--- config.mk ---
export PLATFORM = sky130hd
export DESIGN_NAME = dmem_arbiter
export DESIGN_NICKNAME = d
export VERILOG_FILES = /design/src/rtl/dmem_arbiter.sv
export SDC_FILE = /design/constraint.sdc
export NUM_CORES = 1
export LEC_CHECK = 0
export CORE_MARGIN = 2
export CORE_UTILIZATION = 35
export CTS_BUF_LIST = sky130_fd_sc_hd__clkbuf_8
export DETAILED_ROUTE_END_ITERATION = 8
export PLACE_DENSITY = 0.79
export SLEW_MARGIN = 25
export SYNTH_ARGS = -nofsm -noshare
export SYNTH_HDL_FRONTEND = slang
export SYNTH_SLANG_ARGS = --single-unit
export TNS_END_PERCENT = 50
--- constraint.sdc ---
create_clock -name clk -period 3.35 [get_ports clk]
set_input_delay 0.67 -clock clk [delete_from_list [all_inputs] [get_ports clk]]
set_output_delay 0.67 -clock clk [all_outputs]
set_load 0.05 [all_outputs]
--- src/rtl/dmem_arbiter.sv ---
// Two-port round-robin arbiter and store sequencer for a single-port data memory.
// The memory reads combinationally and writes whole words on the clock edge.
// Byte and halfword stores therefore take two cycles: the enclosing word is read
// and merged in IDLE, then written back in RMW_WR.
module dmem_arbiter #(
    parameter int ADDRESS_WIDTH = 32,
    parameter int DATA_WIDTH    = 32
) (
    input  logic                          clk,
    input  logic                          rst_n,
    input  logic [1:0]                    req_valid,
    output logic [1:0]                    req_ready,
    input  logic [1:0]                    req_we,
    input  logic [1:0][1:0]               req_size,
    input  logic [1:0][ADDRESS_WIDTH-1:0] req_addr,
    input  logic [1:0][DATA_WIDTH-1:0]    req_wdata,
    output logic [1:0]                    resp_valid,
    output logic [DATA_WIDTH-1:0]         resp_rdata,
    output logic                          mem_we,
    output logic [ADDRESS_WIDTH-1:0]      mem_addr,
    output logic [DATA_WIDTH-1:0]         mem_wdata,
    input  logic [DATA_WIDTH-1:0]         mem_rdata
);

    typedef enum logic {
        IDLE   = 1'b0,
        RMW_WR = 1'b1
    } state_t;

    state_t                   state;
    logic                     last_grant;
    logic                     rmw_port;
    logic [ADDRESS_WIDTH-1:0] rmw_addr;
    logic [DATA_WIDTH-1:0]    merge_q;

    logic                     accept;
    logic                     grant_idx;
    logic                     sel_we;
    logic                     sel_sub;
    logic [1:0]               sel_size;
    logic [ADDRESS_WIDTH-1:0] sel_addr;
    logic [ADDRESS_WIDTH-1:0] word_addr;
    logic [DATA_WIDTH-1:0]    sel_wdata;
    logic [DATA_WIDTH-1:0]    merged;

    // Round-robin grant: only in IDLE; on contention the port not served last wins.
    always_comb begin
        // NOTE: every combinational output gets a default first so no path infers a latch.
        accept    = 1'b0;
        grant_idx = 1'b0;
        if (state == IDLE) begin
            if (req_valid == 2'b11) begin
                accept    = 1'b1;
                grant_idx = ~last_grant;
            end else if (req_valid[1]) begin
                accept    = 1'b1;
                grant_idx = 1'b1;
            end else if (req_valid[0]) begin
                accept    = 1'b1;
                grant_idx = 1'b0;
            end
        end
    end

    assign req_ready = accept ? (2'b01 << grant_idx) : 2'b00;

    assign sel_we    = req_we[grant_idx];
    assign sel_size  = req_size[grant_idx];
    assign sel_addr  = req_addr[grant_idx];
    assign sel_wdata = req_wdata[grant_idx];
    assign sel_sub   = ~sel_size[1];
    assign word_addr = {sel_addr[ADDRESS_WIDTH-1:2], 2'b00};

    // Replace the addressed byte or halfword lane(s) of the current memory word.
    always_comb begin
        merged = mem_rdata;
        if (sel_size[0]) begin
            merged[{sel_addr[1], 4'b0000} +: 16] = sel_wdata[15:0];
        end else begin
            merged[{sel_addr[1:0], 3'b000} +: 8] = sel_wdata[7:0];
        end
    end

    // Memory port drive: RMW write-back, accepted transfer, or all-zero when idle.
    always_comb begin
        mem_we    = 1'b0;
        mem_addr  = '0;
        mem_wdata = '0;
        if (state == RMW_WR) begin
            mem_we    = 1'b1;
            mem_addr  = rmw_addr;
            mem_wdata = merge_q;
        end else if (accept) begin
            if (!sel_we) begin
                mem_addr = sel_addr;
            end else if (!sel_sub) begin
                mem_we    = 1'b1;
                mem_addr  = word_addr;
                mem_wdata = sel_wdata;
            end else begin
                mem_addr = word_addr;
            end
        end
    end

    // Sequencer FSM with registered responses and round-robin history.
    always_ff @(posedge clk or negedge rst_n) begin
        if (!rst_n) begin
            state      <= IDLE;
            last_grant <= 1'b1;
            resp_valid <= 2'b00;
            resp_rdata <= '0;
            rmw_port   <= 1'b0;
            rmw_addr   <= '0;
            merge_q    <= '0;
        end else begin
            // NOTE: sequential state uses non-blocking assignments so every register samples pre-edge values.
            resp_valid <= 2'b00;
            unique case (state)
                IDLE: begin
                    if (accept) begin
                        last_grant <= grant_idx;
                        if (!sel_we) begin
                            resp_valid[grant_idx] <= 1'b1;
                            resp_rdata            <= mem_rdata;
                        end else if (!sel_sub) begin
                            resp_valid[grant_idx] <= 1'b1;
                            resp_rdata            <= '0;
                        end else begin
                            merge_q  <= merged;
                            rmw_port <= grant_idx;
                            rmw_addr <= word_addr;
                            state    <= RMW_WR;
                        end
                    end
                end
                RMW_WR: begin
                    resp_valid[rmw_port] <= 1'b1;
                    resp_rdata           <= '0;
                    state                <= IDLE;
                end
                default: state <= IDLE;
            endcase
        end
    end

endmodule
; Word-level counts from Yosys, hierarchy flattened
; Cells that the tools add are included.
[word_totals]
latchBits = 0
mem_count = 0
mem_bits_rw = 0
output_inout_bits = 101
ff_bits = 99
input_bits = 170
mem_bits_ro = 0
word_cells = 75
[op_classes]
n_lt_le_gt_ge = 4
reduce_logical = 5
n_mux = 46
n_div = 0
bitwise = 3
n_mul = 0
n_addsub = 2
eq_ne = 3
shift = 5
[ops]
columns = cell, count
row1 = 32-bit two-way mux, 14
row2 = 32-bit bitwise mux, 2
row3 = 32-bit case mux with 2 select lines, 1
row4 = 16-bit by 7-bit variable shift with 32-bit output (first input constant), 1
row5 = 8-bit by 7-bit variable shift with 32-bit output (first input constant), 1
row6 = 16-bit by 7-bit variable part select with 32-bit output, 1
row7 = 8-bit by 7-bit variable part select with 32-bit output, 1
row8 = 1-bit two-way mux, 18
row9 = 2-bit two-way mux, 7
row10 = 5-bit negator with 7-bit output, 2
row11 = 1-bit by 2-bit < comparator with 1-bit output (second input constant), 2
row12 = 2-bit case mux with 2 select lines, 1
row13 = 2-bit AND reduction, 2
row14 = 4-bit AND reduction, 1
row15 = 3-bit inequality test (second input constant), 1
row16 = 1-bit inverter, 3
row17 = 1-bit demux with 1-bit select, 2
row18 = 2-bit == test (second input constant), 1
row19 = 1-bit >= comparator (second input constant), 2
row20 = 1-bit logical AND, 2
row21 = 2-bit inequality test (second input constant), 1
row22 = 1-bit case mux with 2 select lines, 1
row23 = 1-bit by 1-bit left shift with 2-bit output (first input constant), 1

; Depth between registers and ports, before layout
[logic_depth]
word_depth = 11
ltp_mapped = 12
depth_no_buf = 9

; Worst setup path after synthesis
; OpenSTA, ideal clock, no wires.
[synth_path]
kind = input -> output
from = input req_valid[1]
to = output mem_wdata[0]
slack_ns = -0.192
t_required_ns = 2.680
path_buffers = 3
t_arrival_ns = 2.872
cell_stages = 8
cell_sequence = nor2b_4 > nand2_2 > inv_4 > clkbuf_2 > buf_4 > buf_4 > mux2i_1 > o21ai_0
[synth_between]
elab_chain_cells = 9
[synth_rtl]
columns = item, line
row1 = "start, declared", 11  ; input logic [1:0] req_valid,
row2 = 2-bit == test / 1-bit two-way mux (equally long branches), "52, 55"
row3 = 1-bit two-way mux, 52  ; if (req_valid == 2'b11) begin
row4 = 1-bit two-way mux, 51  ; if (state == IDLE) begin
row5 = 32-bit two-way mux (implied by the code) / 2-bit two-way mux (equally long branches) (2 in series), "70, 68"
row6 = 32-bit two-way mux, 96  ; end else if (!sel_sub) begin
row7 = 32-bit two-way mux, 94  ; if (!sel_we) begin
row8 = 32-bit two-way mux *, 93  ; end else if (accept) begin
row9 = 32-bit two-way mux *, 89  ; if (state == RMW_WR) begin
row10 = "end, declared", 21  ; output logic [DATA_WIDTH-1:0] mem_wdata,
; Every way passes the cells marked *; elsewhere a longest branch is shown, timed or not. The select of a mux whose other input is x is not followed.

; Worst setup path in the final report
[layout_path]
from = input req_valid[1]
to = output mem_wdata[12]
; The elaborated chain is that of the path after synthesis.

==> results by group <==
GRT
  • Global-route wire length before repair: approximately 43000 um
  • Vias in the first global route: 7386
  • Grt ovf: 0
  • Largest net degree at the start of global routing: 65
  • Gr usage total: 0.268
  • Initial antenna violation count: 1

Logic synthesis
  • Main synth FF type: dfrtp_1
  • Post-synth EDFFs: 0
  • Yosys cell types: 54
  • Cell area after synthesis: between 0.006 and 0.007 mm2
  • Seq/Total Area, Yosys: 0.363
  • Area share of the leading cell type in the synthesized netlist: 0.359
  • Gate Count Post-Synth: 813
  • Biggest area consumer among synthesized cells: dfrtp_1
  • Yosys synthesis warning count: 0
  • Yosys reg bits: between 90 and 100
  • Synthesized area per cell: about 8.4 um2
  • Ys async rst share: 1.00
  • Synth top area cells: dfrtp_1, nand2_1, o21ai_0, mux2i_1, a22o_1
  • Syn_nets: between 900 and 1000

Route
  • DRT iter0 DRCs: 886
  • Detail Route Antenna Nets: 0
  • Drt pass-1 iters: 7
  • Remaining DRCs: 0
  • Via-to-Cell Ratio: 5.75
  • Wire per inst: just over 20 um
  • Via count: 7710
  • Drt total wl: around 28000 um

Floorplan
  • Die Ht: ~140 um
  • Row count: around 50
  • I/O pin cnt: 271
  • Core ar.: between 0.015 and 0.02 mm2
  • Initial Utilization: 0.353
  • Die Area: roughly 0.021 mm2
  • Die width: 144 um

Clock tree
  • Clock transition at the registers of the reported paths: approximately 100 ps
  • H-tree depth: 3
  • Clk buf depth: 2
  • Total CTS buffers: 9
  • Cts hold-fix bufs: 0
  • Clock sinks: a little under 100
  • CTS root buf: clkbuf_8
  • Worst skew pair latency: 390 ps
  • CTS tree: built

Critical path
  • CP required: between 2000 and 3000 ps
  • Crit path DAT: roughly 2600 ps
  • Crit-path max FO: 12
  • Crit. End Element: output port
  • Critical path class: in2out
  • CP startpoint kind: input pin

Timing
  • Max Fclk: between 300 and 400 MHz
  • Min Tclk post-route: 3310 ps
  • Final Hold Viols: 0
  • Clock skew: 15.2 ps
  • Unrepaired setup endpoints after global routing: yes
  • Worst slew margin: 0.481
  • Setup TNS: 0 ps
  • Final Max Tran Viols: 0
  • Worst Max-Slew Pin Slew: between 700 and 800 ps
  • Final period util: 0.989
  • Final setup fails: 0

Power
  • Leak pwr: roughly 0.0046 uW
  • Max IR drop VDD: between 0.0002 and 0.0003 V
  • Power Density: around 570 mW/mm2

Min path
  • Hold Path Class: in2async

Placed design
  • Post-DP Area: about 0.011 mm2
  • Post-DP HPWL: between 20000 and 25000 um
  • DP Cell Count: around 1300
  • Number of port buffers: 270
  • Routability cong.: slightly above 1

Run
  • Max-Cap Viols: 0

Final layout
  • Multi-input logic area: roughly 0.0039 mm2
  • Final instance count without filler cells: 1340
  • Register area: 0.00248 mm2
  • Post-route cell area: around 0.011 mm2
  • Layout Utilization: 0.563
  • Fill cell total of the finished layout: 1711
  • ANT cells: 0
  • Area growth from synthesis to layout: 59.2%
  • Share of cells above drive strength 1: 0.157
  • # nets final: ~1200

Outcome
  • Status: completed
## worst max-delay path, cell delays in order
cell and delay, ps:
clkdlybuf4s50_1 490, nor2b_4 190, nand2_2 150, inv_6 170, buf_4 180, mux2i_1 370, o21ai_0 220, buf_12 190
## worst paths after layout
kind	start	slack, ps	cells after the start	endpoint
hold reg to reg	merge_q[21]	480	2	merge_q[21]
setup / recovery	req_valid[1]	40	8	mem_wdata[12]
max in group asynchronous	rst_n	2410	2	merge_q[23]
setup reg to reg	state	590	10	merge_q[20]
hold / removal	rst_n	240	1	rmw_addr[13]
min in group clk	merge_q[21]	480	2	merge_q[21]
## per-layer routing
layer / wire, um / vias up / track usage
met5: 0 / - / 0
met4: 906 / 0 / 0.108
met3: 2170 / 74 / 0.0433
met2: 13100 / 392 / 0.430
met1: 11600 / 3680 / 0.360
li1: - / 3564 / -
## logic make-up (layout without fill, tap and decap cells)
kind of cell,Yosys count,in the layout,share of synthesized area
AOI/OAI and AO/OA,312,312,0.321
adders and majority gates,3,3,0.00549
buffers and inverters,97,359,0.0646
DFF,99,99,0.363
muxes,52,52,0.0775
and+or+nand+nor,250,250,0.169
## state kept, by name, summed over array words and instances (netlist names)
register and count:
last_grant 1, merge_q 32, resp_rdata 32, resp_valid 2, rmw_addr 30, rmw_port 1, state 1
## cells in the mapped netlist, types with 2 or more instances
cell / instances
o21ai_0: 110
o211ai_1: 8
buf_1: 7
dfrtp_1: 98
o32ai_1: 8
a31oi_1: 10
o211a_1: 8
and2_1: 5
buf_2: 23
nor2_1: 5
a22oi_1: 15
ha_1: 3
a21o_1: 8
nand2_1: 159
mux2i_1: 50
a211oi_1: 8
and3_1: 33
buf_4: 4
o21a_1: 8
nand4_1: 24
nor3_1: 9
a22o_1: 32
clkbuf_1: 43
buf_6: 4
o221a_2: 8
nand3_1: 2
a2111oi_0: 16
o31ai_1: 32
a221oi_1: 16
nand2b_1: 2
a21oi_1: 17
nor2b_1: 5
inv_1: 12
## layout make-up
cell class                 instances  area share
tap                              265      0.0305
inverter                          15     0.00564
clock buffer                      10      0.0127
sequential                        99       0.228
timing repair buffer             329       0.357
multi-input combinational        617       0.363
clock inverter                     5     0.00276
## cells in the final DEF, fill, tap and decap left out, types with 9 or more instances in the layout
cell type        synthesis  final
a2111oi_0               16     16
a31oi_1                 10     10
inv_1                   12     13
a22oi_1                 15     15
o21ai_1                  1     27
buf_4                    4     54
a221oi_1                16     16
nor3_1                   9      9
clkbuf_8                 0     10
a22o_1                  32     32
nand4_1                 24     24
a21oi_1                 17     17
clkdlybuf4s50_1          0    202
and3_1                  33     33
dfrtp_1                 98     97
nand2_1                159    159
mux2i_1                 50     45
o21ai_0                110     84
buf_12                   0     73
o31ai_1                 32     32
## per-stage QoR
step / hold WS (ps) / worst slack (ps) / power, uW
3_5_place_dp: 467 / 31.8 / 5440
2_1_floorplan: 374 / -55.0 / 3820
4_1_cts: 254 / 4.20 / 6180
6_report: 243 / 36.3 / 6180
3_3_place_gp: 463 / 46.6 / 5360
5_1_grt: 286 / -5.00 / 6490
## repair_timing
action	in CTS	in global routing
setup endpoints to repair	0	9
gates resized for setup	0	16
endpoints found under the hold margin	0	0
buffers inserted	0	0
## power breakdown
part / internal [uW] / leakage (uW) / switching (uW)
clock: 285 / 0.0000897 / 448
combinational: 1500 / 0.00331 / 2060
sequential: 1630 / 0.00124 / 249
total: 3420 / 0.00464 / 2760
Power figures use the tool's default switching activity.
